$ cat src/rtl/otu_map_ctrl.sv
// rtl/otu_map_ctrl.sv - maps client FIFO bytes and overhead into a 4x1041 frame with stuffing and loss detection
module otu_map_ctrl #(
  parameter int unsigned START_LEVEL = 64,
  parameter int unsigned MAX_STUFF   = 32,
  parameter logic [7:0]  FILL_BYTE   = 8'h00
) (
  input  logic        i_clk,
  input  logic        i_rst,
  input  logic        i_enable,
  input  logic [10:0] i_fifo_level,
  input  logic        i_fifo_empty,
  input  logic [7:0]  i_fifo_data,
  output logic        o_fifo_rd,
  input  logic [7:0]  i_oh_data,
  output logic        o_oh_req,
  output logic [7:0]  o_data,
  output logic        o_valid,
  output logic        o_sof,
  output logic        o_stuff,
  output logic [1:0]  o_row_cnt,
  output logic [10:0] o_col_cnt,
  output logic        o_loss,
  output logic [15:0] o_stuff_cnt,
  output logic [1:0]  o_state
);

  typedef enum logic [1:0] {
    S_IDLE  = 2'd0,
    S_PRIME = 2'd1,
    S_RUN   = 2'd2
  } state_t;

  localparam logic [10:0] LAST_COL  = 11'd1040;
  localparam logic [10:0] OH_COLS   = 11'd16;
  localparam logic [10:0] START_LVL = 11'(START_LEVEL);
  // A frame holds 4100 payload bytes, so 13 bits cover any per-frame stuff count.
  localparam logic [12:0] MAX_STUFF_C = 13'(MAX_STUFF);

  state_t      state_q;
  logic [1:0]  row_q;
  logic [10:0] col_q;
  logic [12:0] frame_stuff_q;
  logic [12:0] frame_stuff_d;
  logic [15:0] stuff_cnt_q;
  logic [7:0]  data_q;
  logic        valid_q;
  logic        sof_q;
  logic        stuff_q;
  logic        loss_q;
  logic [1:0]  row_cnt_q;
  logic [10:0] col_cnt_q;

  logic emit;
  logic at_oh;
  logic stuff_now;
  logic last_pos;

  // Strobes are combinational so the sources can pop in the same cycle; reset kills them at once.
  assign emit      = (state_q == S_RUN) && i_enable && !i_rst;
  assign at_oh     = (col_q < OH_COLS);
  assign o_oh_req  = emit && at_oh;
  assign o_fifo_rd = emit && !at_oh && !i_fifo_empty;
  assign stuff_now = emit && !at_oh && i_fifo_empty;
  assign last_pos  = (row_q == 2'd3) && (col_q == LAST_COL);

  // Per-frame stuff count including the byte emitted this cycle.
  assign frame_stuff_d = frame_stuff_q + {12'd0, stuff_now};

  assign o_data      = data_q;
  assign o_valid     = valid_q;
  assign o_sof       = sof_q;
  assign o_stuff     = stuff_q;
  assign o_row_cnt   = row_cnt_q;
  assign o_col_cnt   = col_cnt_q;
  assign o_loss      = loss_q;
  assign o_stuff_cnt = stuff_cnt_q;
  assign o_state     = state_q;

  // Mapping FSM: state, frame position, stuff accounting and the registered output byte.
  always_ff @(posedge i_clk or posedge i_rst) begin
    if (i_rst) begin
      state_q       <= S_IDLE;
      row_q         <= 2'd0;
      col_q         <= 11'd0;
      frame_stuff_q <= 13'd0;
      stuff_cnt_q   <= 16'd0;
      data_q        <= 8'h00;
      valid_q       <= 1'b0;
      sof_q         <= 1'b0;
      stuff_q       <= 1'b0;
      loss_q        <= 1'b0;
      row_cnt_q     <= 2'd0;
      col_cnt_q     <= 11'd0;
    end else begin
      valid_q <= 1'b0;
      sof_q   <= 1'b0;
      stuff_q <= 1'b0;
      loss_q  <= 1'b0;
      case (state_q)
        S_IDLE: begin
          if (i_enable) state_q <= S_PRIME;
        end
        S_PRIME: begin
          // Every entry into RUN starts a fresh frame.
          row_q         <= 2'd0;
          col_q         <= 11'd0;
          frame_stuff_q <= 13'd0;
          if (!i_enable) begin
            state_q <= S_IDLE;
          end else if (i_fifo_level >= START_LVL) begin
            state_q <= S_RUN;
          end
        end
        S_RUN: begin
          // With i_enable low nothing below fires, so the position simply holds.
          if (emit) begin
            valid_q   <= 1'b1;
            sof_q     <= (row_q == 2'd0) && (col_q == 11'd0);
            stuff_q   <= stuff_now;
            row_cnt_q <= row_q;
            col_cnt_q <= col_q;
            if (at_oh) begin
              data_q <= i_oh_data;
            end else if (i_fifo_empty) begin
              data_q <= FILL_BYTE;
            end else begin
              data_q <= i_fifo_data;
            end
            if (stuff_now && (stuff_cnt_q != 16'hFFFF)) begin
              stuff_cnt_q <= stuff_cnt_q + 16'd1;
            end
            if (last_pos) begin
              row_q         <= 2'd0;
              col_q         <= 11'd0;
              frame_stuff_q <= 13'd0;
              if (frame_stuff_d > MAX_STUFF_C) begin
                state_q <= S_PRIME;
                loss_q  <= 1'b1;
              end
            end else begin
              frame_stuff_q <= frame_stuff_d;
              if (col_q == LAST_COL) begin
                col_q <= 11'd0;
                row_q <= row_q + 2'd1;
              end else begin
                col_q <= col_q + 11'd1;
              end
            end
          end
        end
        default: state_q <= S_IDLE;
      endcase
    end
  end

endmodule

$ cat config.mk
export PLATFORM = sky130hd
export DESIGN_NAME = otu_map_ctrl
export DESIGN_NICKNAME = d
export VERILOG_FILES = /design/src/rtl/otu_map_ctrl.sv
export SDC_FILE = /design/constraint.sdc
export NUM_CORES = 1
export LEC_CHECK = 0
export ABC_CLOCK_PERIOD_IN_PS = 3830
export BUFFER_PORTS_ARGS = -buffer_cell sky130_fd_sc_hd__buf_2
export CAP_MARGIN = 20
export CORE_ASPECT_RATIO = 0.9
export CORE_MARGIN = 4
export CORE_UTILIZATION = 55
export DETAILED_ROUTE_END_ITERATION = 8
export MAX_ROUTING_LAYER = met4
export PLACE_DENSITY = 0.8
export RECOVER_POWER = 100
export SLEW_MARGIN = 10
export SYNTH_ARGS = -nofsm -noshare
export SYNTH_HDL_FRONTEND = slang
export SYNTH_SLANG_ARGS = --single-unit
$ cat constraint.sdc
create_clock -name i_clk -period 3.83 [get_ports i_clk]
set_input_delay 0.766 -clock i_clk [delete_from_list [all_inputs] [get_ports i_clk]]
set_output_delay 0.766 -clock i_clk [all_outputs]
set_load 0.005 [all_outputs]
==> Word-level counts from Yosys, hierarchy flattened <==
Cells that the tools add are included.
{ "classes": {"addsub": 4, "n_eq_ne": 11, "reduce_logical": 21, "n_mux": 30, "n_lt_le_gt_ge": 3} }
{ "op_table": {"columns": ["operator", "count"], "rows": [
  ["11-bit two-way mux", 3],
  ["13-bit two-way mux", 2],
  ["13-bit case mux with 2 select lines", 1],
  ["11-bit case mux with 2 select lines", 1],
  ["2-bit two-way mux", 9],
  ["16-bit by 1-bit adder with 16-bit output, second input constant", 1],
  ["8-bit two-way mux", 2],
  ["16-bit != test, second input constant", 1],
  ["13-bit by 1-bit adder with 13-bit output", 1],
  ["13-bit by 6-bit > comparator with 1-bit output, second input constant", 1],
  ["11-bit by 1-bit adder with 11-bit output, second input constant", 1],
  ["11-bit equality test, second input constant", 1],
  ["11-bit by 7-bit >= comparator with 1-bit output, second input constant", 1],
  ["11-bit zero test", 1],
  ["11-bit by 5-bit < comparator with 1-bit output, second input constant", 1],
  ["1-bit two-way mux", 10],
  ["1-bit logical AND", 9],
  ["2-bit != test, second input constant", 3],
  ["2-bit case mux with 3 select lines", 1],
  ["3-bit AND reduction", 2],
  ["5-bit AND reduction", 1],
  ["2-bit equality test, second input constant", 2],
  ["2-bit zero test", 2],
  ["2-bit case mux with 2 select lines", 1],
  ["other kinds (8)", 11]
]} }
{ "word_totals": {"wordCells": 81, "regBits": 69, "input_bits": 31} }

==> Depth between registers and ports, before layout <==
Gate-level depths: netlist of the first run.
{ "logic_depth": {"ltp_word": 11, "ltp_mapped": 15} }

==> Worst setup path after synthesis of the first run <==
Ideal clock, no wire load.
{ "synth_timing": {"path_kind": "input -> register", "start": "in i_rst", "end": "reg state_q[0], in the netlist o_state[0]", "t_required_ns": 3.700, "path_buffers": 2, "path_stages": 13, "arrival_ns": 3.083, "setup_ns": 0.130, "setup_slack_ns": 0.617, "cell_sequence": "nand3b_1 -> inv_1 -> clkbuf_1 -> o311a_2 -> ha_1 -> ha_1 -> and4_2 -> buf_6 -> o22ai_1 -> nor4_1 -> o211ai_1 -> o21ai_0 -> nand3_1"} }
{ "synth_via": {"elab_chain_len": 8} }
{ "synth_lines": {"columns": ["item", "line_no", "source"], "rows": [
  ["start, declared", "8", "input logic i_rst,"],
  ["1-bit zero test (no line) *", null, null],
  ["1-bit logical AND *", "59", "assign emit = (state_q == S_RUN) && i_enable && !i_rst;"],
  ["1-bit logical AND (2 in series)", "63", "assign stuff_now = emit && !at_oh && i_fifo_empty;"],
  ["13-bit by 1-bit adder with 13-bit output", "67", "assign frame_stuff_d = frame_stuff_q + {12'd0, stuff_now};"],
  ["13-bit by 6-bit > comparator with 1-bit output", "136", "if (frame_stuff_d > MAX_STUFF_C) begin"],
  ["2-bit by 1-bit != test with 1-bit output (no line)", null, null],
  ["5-bit AND reduction (no line) *", null, null],
  ["end signal, assigned", "82", "state_q <= S_IDLE;"],
  ["end signal, assigned", "137", "state_q <= S_PRIME;"],
  ["end signal, assigned", "151", "default: state_q <= S_IDLE;"],
  ["end, declared", "39", "state_t state_q;"]
]} }
Mark *: on every way between the ends. The rest lies on a longest branch, timed or not.
A chain may end at the register's enable or synchronous reset.

==> Final worst setup path of the first run <==
{ "layout_timing": {"start": "reg state_q[0], in the netlist o_state[0]", "end": "out o_oh_req"} }
{ "layout_via": {"elab_chain_len": 4} }
{ "layout_lines": {"columns": ["item", "line_no", "source"], "rows": [
  ["start signal, assigned", "82", null],
  ["start signal, assigned", "101", "if (i_enable) state_q <= S_PRIME;"],
  ["start signal, assigned", "109", "state_q <= S_IDLE;"],
  ["2-bit equality test", "59", null],
  ["1-bit logical AND (2 in series)", "59", null],
  ["1-bit logical AND", "61", "assign o_oh_req = emit && at_oh;"],
  ["end, declared", "15", "output logic o_oh_req,"]
]} }
Every way passes these cells.

==> flow_metrics.tcl, run 1 <==
set metrics [dict create \
    routed.top_layer "met4" \
    die_h_um 84.5 \
    wl_um 7880 \
    placed_cell_area_um2 3990 \
    vdd_drop_max_mv 0.263 \
    die_area_um2 7860 \
    p_comb_share_pct 22.5 \
    cts-root-buf "clkbuf_8" \
    tns_ps 0 \
    antenna_found_initial 0 \
    synth_cells 372 \
    ys_seq_area_share_pct 48.3 \
    wl_met1_um 3500 \
    overflow 0 \
    synth-edff-count 0 \
    intPower_w 0.00131 \
    core_region_area_um2 6220 \
    vias_per_cell 5.72 \
    required_ps 3060 \
    gp_congestion 0.856 \
    endpoint_kind "output pin" \
    grt_pass1_vias 2947 \
    final-seq-area_um2 1730 \
    fin_worst_skew_ps 10.3 \
    synth_common_cells "69 x dfrtp_1, 63 x nand2_1, 26 x o21ai_0" \
    power_density_nw_per_um2 464 \
    firstDrtPassIters 5 \
    drc_errors 0 \
    fin_nets 489 \
    maxCapViolCount 0 \
    arrival_ps 2750 \
    switching_share_pct 31.7 \
    num_io_pins 76 \
    drtIter0Drc 227 \
    timing.final.hold_violations 0 \
    syn_avg_cell_area_um2 9.61 \
    finalCritPeriodShare_pct 91.7 \
    grt_max_degree 33 \
    n_fill_cell 528 \
    numCtsBuffers 9 \
    syn_to_final_growth_pct 15.9 \
    synthArstFlopShare_pct 100 \
    cts_sinks 69 \
    drive_gt1_share_pct 17.0 \
    antenna_cells 0 \
    p_leak_nw 2.06 \
    hold_depth 2 \
    finalCriticalPeriod_ps 3510 \
    slew_headroom_pct 6.01 \
    clk_path_buf_depth 2 \
    dr_wl_met2_um 3780 \
    wire_per_inst_um 14.6 \
    routed-wl-met3_um 516 \
    ys_top_cells_by_area "dfrtp_1 48%, nand2_1 6.6%, ha_1 3.8%" \
    synth.top_cell.area_share_pct 48.3 \
    start_util_pct 57.5 \
    tightest_slew_ps 1410 \
    syn_nets 414 \
    worstSetupPathType "register to output pin" \
    grt_pass1_wl_um 13700 \
    setup_violations 0 \
    yosysWarnings 0 \
    yosysTopAreaCell "dfrtp_1" \
    netSwitchingPower_w 0.000609 \
    synth_cell_types 61 \
    dominantRegCellSynth "dfrtp_1" \
    rsz0062_at_grt "no" \
    vias 3081 \
    ys_ff_latch 69 \
    worstSkewPairLatency_ps 350 \
    syn_area_um2 3580 \
    fp.dieW_um 93.0 \
    tritoncts "yes" \
    track_usage_pct 22.3 \
    path_clk_slew_ps 80 \
    slew_violations 0 \
    cts_setup_buffers 0 \
    yosysMostFrequentCell "dfrtp_1" \
    r2r_cells 10 \
    finalInstanceArea_um2 4140 \
    row_count 27 \
    dp_hpwl_um 5670 \
    fmax_mhz 285 \
    worstSetupStartpointType "register" \
    power.share.clock_pct 33.7 \
    ant_nets 0 \
    holdCritPathClass "register to register" \
    seq_power_share_pct 43.7 \
    io_buffer_count 69 \
    cts_max_level 3 \
    crit_path_max_fanout 32 \
    status "completed" \
    multi_input_area_um2 1650 \
]
[flip-flops by register name, indices dropped and copies added, names as in the netlist]
signal         flops
o_data             8
o_col_cnt         11
o_loss             1
o_row_cnt          2
row_q              2
col_q             11
o_stuff            1
o_valid            1
o_sof              1
frame_stuff_q     13
o_stuff_cnt       16
o_state            2
[layout by cell type, fill, tap and decap left out, drive strengths merged, types with 3 or more instances in the layout]
master,n
o311a,3
a21oi,8
nor2,18
nand4,6
or3,3
nand3,19
clkbuf,37
nor4,5
and4,3
xnor2,13
and3,10
xor2,10
dfrtp,69
o21ai,35
nor3,7
nand2,63
inv,22
o31ai,3
a222oi,8
and2,5
clkinv,4
nor3b,3
buf,50
ha,11
[cells by family (layout without fill, tap and decap cells)]
group	after synthesis	in the layout	synth area share, %
AND/OR/NAND/NOR	155	155	21.8
multiplexers	1	1	0.315
AO/OA/AOI/OAI	78	78	14.9
flip-flops	69	69	48.3
XOR/XNOR	23	23	5.63
buffers and inverters	35	115	5.21
adder cells (fa/ha/maj)	11	11	3.85
[stage by stage]
step                cells  util [%]  total power (W)  setup WS [ps]  hold WS [ps]
finish                539      66.7          0.00192            319           475
global route          539      66.7          0.00204            109           496
CTS                   539      67.6          0.00196            338           477
detailed placement    523      64.1          0.00131            372           458
global placement      523      64.1          0.00129            536           454
floorplan             372         -          0.00113            617           470
[worst paths after layout]
path                              startpoint         endpoint  slack (ps)
worst max-delay path              o_state[0]         o_oh_req         320
worst min-delay path            o_col_cnt[9]     o_col_cnt[9]         470
worst max register to register      col_q[9]       o_state[0]         380
worst min register to register  o_col_cnt[9]     o_col_cnt[9]         470
max in group asynchronous              i_rst         col_q[3]        1370
min in group asynchronous              i_rst  o_stuff_cnt[11]         650
[area by class of cell]
| class | instances | share of cell area [%] |
|---|---|---|
| clock buffer | 10 | 3.08 |
| timing repair buffer | 77 | 8.67 |
| tap | 87 | 2.63 |
| multi-input combinational | 268 | 39.9 |
| sequential | 69 | 41.7 |
| inverter | 22 | 1.99 |
| clock inverter | 6 | 2.11 |
[power groups by stage]
stage / registers, W / clock network (W) / logic [W]
after global routing: 0.000850 / 0.000696 / 0.000490
after CTS: 0.000839 / 0.000658 / 0.000459
final: 0.000841 / 0.000649 / 0.000434
after detailed placement: 0.000853 / 0 / 0.000457
after floorplan: 0.000855 / 0 / 0.000275
after global placement: 0.000850 / 0 / 0.000441
[layer usage]
layer | vias to the layer above | global-route usage (%)
li1 | 1468 | -
met4 | 0 | 5.99
met2 | 111 | 34.8
met1 | 1489 | 29.0
met3 | 13 | 6.00
met5 | - | -
[worst max-delay path, cell delays in order, from the launching register on]
cell,delay (ps)
dfrtp_1,440
inv_1,90
ha_2,280
nand3b_1,140
clkbuf_1,950
nor4_1,140
buf_4,230
buf_2,130
[what timing repair did]
item                                    CTS  global route
endpoints found under the setup margin    0             2
resized for setup                         0             1
hold buffers                              0             0
Note: power is estimated with default switching activity, not from simulation.
==> run 2: changes to the inputs <==
--- a/config.mk
+++ b/config.mk
@@ -12,7 +12,6 @@
 export CORE_MARGIN = 4
 export CORE_UTILIZATION = 55
 export DETAILED_ROUTE_END_ITERATION = 8
-export MAX_ROUTING_LAYER = met4
 export PLACE_DENSITY = 0.8
 export RECOVER_POWER = 100
 export SLEW_MARGIN = 10
==> flow_metrics.tcl, run 2 (synthesized netlist as in run 1, its figures left out) <==
set metrics [dict create \
    setup_violations 0 \
    firstDrtPassIters 5 \
    numCtsBuffers 9 \
    endpoint_kind "output pin" \
    cts_setup_buffers 0 \
    arrival_ps 2750 \
    n_fill_cell 529 \
    largest_reg_flops 16 \
    syn_to_final_growth_pct 15.9 \
    io_buffer_count 69 \
    num_io_pins 76 \
    grt_pass1_vias 2955 \
    dp_hpwl_um 5670 \
    final_common_cell "dfrtp_1" \
    worstSetupPathType "register to output pin" \
    core_region_area_um2 6220 \
    worstSetupStartpointType "register" \
    die_area_um2 7860 \
    finalCritPeriodShare_pct 91.7 \
    fin_worst_skew_ps 7.44 \
    slew_headroom_pct 6.69 \
    required_ps 3060 \
    drc_errors 0 \
    start_util_pct 57.5 \
    cts_sinks 69 \
    path_clk_slew_ps 80 \
    vdd_drop_max_mv 0.262 \
    grt_pass1_wl_um 13700 \
    die_h_um 84.5 \
    ant_nets 0 \
    p_leak_nw 2.06 \
    finalPower_w 0.00192 \
    track_usage_pct 21.6 \
    antenna_cells 0 \
    layout_common_cells "69 x dfrtp_1, 63 x nand2_1, 47 x buf_2, 30 x o21ai_0, 28 x clkbuf_1" \
    multi_input_area_um2 1650 \
    setup_ws_ps 318 \
    finalCriticalPeriod_ps 3510 \
    tightest_slew_ps 1400 \
    gp_congestion 0.843 \
    antenna_found_initial 0 \
    final-seq-area_um2 1730 \
    wire_per_inst_um 14.6 \
    drtIter0Drc 226 \
    timing.final.hold_violations 0 \
    met1_usage_pct 28.3 \
    wl_um 7870 \
    crit_path_max_fanout 32 \
    rsz0062_at_grt "no" \
    drive_gt1_share_pct 16.8 \
    fmax_mhz 285 \
    overflow 0 \
    grt_max_degree 33 \
    tns_ps 0 \
    pre_cts_ws_ps 372 \
    row_count 27 \
    vias 3056 \
    worstSkewPairLatency_ps 340 \
    power_density_nw_per_um2 464 \
    cts_max_level 3 \
    vias_per_cell 5.67 \
    holdCritPathClass "register to register" \
    fin_nets 489 \
    maxCapViolCount 0 \
    tritoncts "yes" \
    slew_violations 0 \
    met2_usage_pct 34.9 \
    status "completed" \
    fp.dieW_um 93.0 \
    clk_path_buf_depth 2 \
    top_usage_layer "met2" \
    cts-root-buf "clkbuf_8" \
    use_met3_pct 6.72 \
]
-- run 2: timing repair --
item	in CTS	in global routing
hold buffers	0	0
setup endpoints to repair	0	2
gates resized for setup	0	1
-- run 2: report_power, final --
part / total (W) / switching (W) / internal [W]
logic: 0.000431 / 0.000277 / 0.000154
registers: 0.000842 / 0.0000478 / 0.000794
clock network: 0.000647 / 0.000280 / 0.000367
-- run 2: cell type report --
class / instances / area share [%]
inverter: 22 / 1.99
clock buffer: 10 / 3.08
multi-input combinational: 268 / 39.8
clock inverter: 6 / 2.11
timing repair buffer: 77 / 8.67
sequential: 69 / 41.7
tap: 87 / 2.63
-- run 2: per-layer routing --
metal	vias to the layer above	part of all wire (%)
li1	1473	-
met1	1485	44
met5	-	0
met4	0	1.1
met2	86	48
met3	12	6.6
-- run 2: path summary, 6_finish.rpt --
path,end,slack (ps),from,cells after the start
setup / recovery,o_oh_req,320,o_state[0],7
hold / removal,o_col_cnt[8],470,o_col_cnt[8],2
setup reg to reg,o_state[0],370,col_q[9],10
hold reg to reg,o_col_cnt[8],470,o_col_cnt[8],2
max in group asynchronous,col_q[3],1370,i_rst,3
min in group asynchronous,o_stuff_cnt[11],650,i_rst,2
-- run 2: metrics by stage --
step                      hold slack [ps]  utilization [%]  cell area (µm²)  instances
after floorplan                       470                -             3580        372
after global placement                454             64.1             3990        523
after detailed placement              458             64.1             3990        523
after CTS                             477             67.6             4200        539
after global routing                  496             66.6             4140        539
final                                 472             66.6             4140        539
-- run 2: worst max-delay path, cell delays in order, from the launching register on --
cell and delay [ps]:
dfrtp_1 450, inv_1 90, ha_2 270, nand3b_1 140, clkbuf_1 950, nor4_1 140, buf_4 230, buf_2 130
==> run 3: changes to the inputs <==
--- a/config.mk
+++ b/config.mk
@@ -12,9 +12,11 @@
 export CORE_MARGIN = 4
 export CORE_UTILIZATION = 55
 export DETAILED_ROUTE_END_ITERATION = 8
+export GPL_TIMING_DRIVEN = 0
 export PLACE_DENSITY = 0.8
 export RECOVER_POWER = 100
 export SLEW_MARGIN = 10
 export SYNTH_ARGS = -nofsm -noshare
 export SYNTH_HDL_FRONTEND = slang
 export SYNTH_SLANG_ARGS = --single-unit
+export TNS_END_PERCENT = 100
==> flow_metrics.tcl, run 3 (synthesized netlist as in run 1, its figures left out) <==
set metrics [dict create \
    status "completed" \
    crit_path_max_fanout 6 \
    antenna_found_initial 0 \
    num_io_pins 76 \
    wire_per_inst_um 15.2 \
    crit_top_cell "ha_1" \
    holdCritPathClass "primary input to async pin" \
    dp_hpwl_um 5940 \
    gp_congestion 0.854 \
    worstSkewPairLatency_ps 340 \
    cts-root-buf "clkbuf_8" \
    cp_cell_sequence "or4_1 -> clkbuf_1 -> o311a_2 -> ha_1 -> ha_1 -> nor2_1 -> a2111oi_0 -> nor4_1 -> o211ai_1 -> o21ai_0 -> nand3_1" \
    crit_path_top_delay_cell "or4_1" \
    tritoncts "yes" \
    syn_to_final_growth_pct 16.1 \
    finalCritPeriodShare_pct 90.6 \
    slew_violations 0 \
    fin_nets 494 \
    start_util_pct 57.5 \
    numCtsBuffers 9 \
    n_fill_cell 543 \
    die_area_um2 7860 \
    die_h_um 84.5 \
    vdd_drop_max_mv 0.271 \
    required_ps 4060 \
    row_count 27 \
    tightest_slew_ps 1380 \
    vias_per_cell 5.72 \
    io_buffer_count 69 \
    p_leak_nw 2.03 \
    placed_cell_area_um2 4060 \
    finalCriticalPeriod_ps 3470 \
    arrival_ps 3690 \
    setup_violations 0 \
    maxCapViolCount 0 \
    grt_pass1_wl_um 13900 \
    final_common_cell "dfrtp_1" \
    crit_family "simple AND/OR/NAND/NOR gates" \
    overflow 0 \
    grt_pass1_vias 2982 \
    finalInstanceArea_um2 4150 \
    ant_nets 0 \
    max_stage_delay_ps 530 \
    worstSetupPathType "register to register" \
    timing.final.hold_violations 0 \
    cts_setup_buffers 0 \
    multi_input_area_um2 1650 \
    cts_max_level 3 \
    largest_reg_flops 16 \
    drc_errors 0 \
    cts_sinks 69 \
    tns_ps 0 \
    core_region_area_um2 6220 \
    endpoint_kind "register" \
    fin_worst_skew_ps 4.78 \
    r2r_slack_ps 360 \
    antenna_cells 0 \
    grt_max_degree 57 \
    vias 3113 \
    finalPower_w 0.00186 \
    final-seq-area_um2 1730 \
    power_density_nw_per_um2 447 \
    fp.dieW_um 93.0 \
    track_usage_pct 22.1 \
    fmax_mhz 288 \
    worstSetupStartpointType "register" \
    path_clk_slew_ps 70 \
    hold_buffers 0 \
    clk_path_buf_depth 2 \
    rsz0062_at_grt "no" \
    crit_buf_inv 1 \
    wl_um 8260 \
    layout_common_cells "69 x dfrtp_1, 63 x nand2_1, 42 x buf_2, 36 x clkbuf_1, 30 x o21ai_0" \
    firstDrtPassIters 7 \
    drtIter0Drc 219 \
    slew_headroom_pct 8.01 \
    drive_gt1_share_pct 16.6 \
]
-- run 3: changes by cell type in the layout (fill, tap and decap cells not counted), sizes merged --
cell / change
buf: -6
clkbuf: +11
clkinv: -1
bufinv: -1
clkinvlp: +3
inv: -1
-- run 3: where the power goes --
group	leakage, nW	switching (W)	total (W)	internal [W]
Sequential	0.946	0.0000477	0.000842	0.000794
Combinational	0.987	0.000277	0.000437	0.000160
Clock	0.0923	0.000276	0.000576	0.000299
Total	2.03	0.000601	0.00186	0.00125
-- run 3: path summary, 6_finish.rpt --
check	end	cells past startpoint	start
setup / recovery	o_state[0]	11	col_q[9]
hold / removal	o_state[0]	2	i_rst
setup reg to reg	o_state[0]	11	col_q[9]
hold reg to reg	o_col_cnt[8]	2	o_col_cnt[8]
max in group asynchronous	col_q[9]	3	i_rst
min in group i_clk	o_col_cnt[8]	2	o_col_cnt[8]
-- run 3: per-stage QoR --
stage	utilization (%)	setup WS, ps	hold slack, ps	std cells
global route	66.8	90.2	487	544
detailed placement	65.3	-97.2	458	529
global placement	64.8	-71.8	454	528
floorplan	-	617	470	372
finish	66.8	361	437	544
CTS	68.4	121	339	545
-- run 3: layer usage --
layer  global-route usage, %  wire length [µm]  vias to the layer above
li1                        -                 -                     1481
met1                    28.9              3510                     1494
met2                    35.9              4000                      123
met3                    6.18               634                       15
met4                    6.79               120                        0
met5                       0                 0                        -
-- run 3: layout make-up --
class / count / share of cell area, %
clock inverters: 6 / 1.54
well taps: 87 / 2.62
flip-flops and latches: 69 / 41.6
multi-input cells: 268 / 39.7
clock buffers: 10 / 3.08
plain buffers: 12 / 1.84
repair buffers: 70 / 7.63
inverters: 22 / 2.02
-- run 3: timing repair --
action                                  in CTS  in global routing
endpoints found under the setup margin       0                  4
resized for setup                            0                  2
endpoints found under the hold margin        0                  0
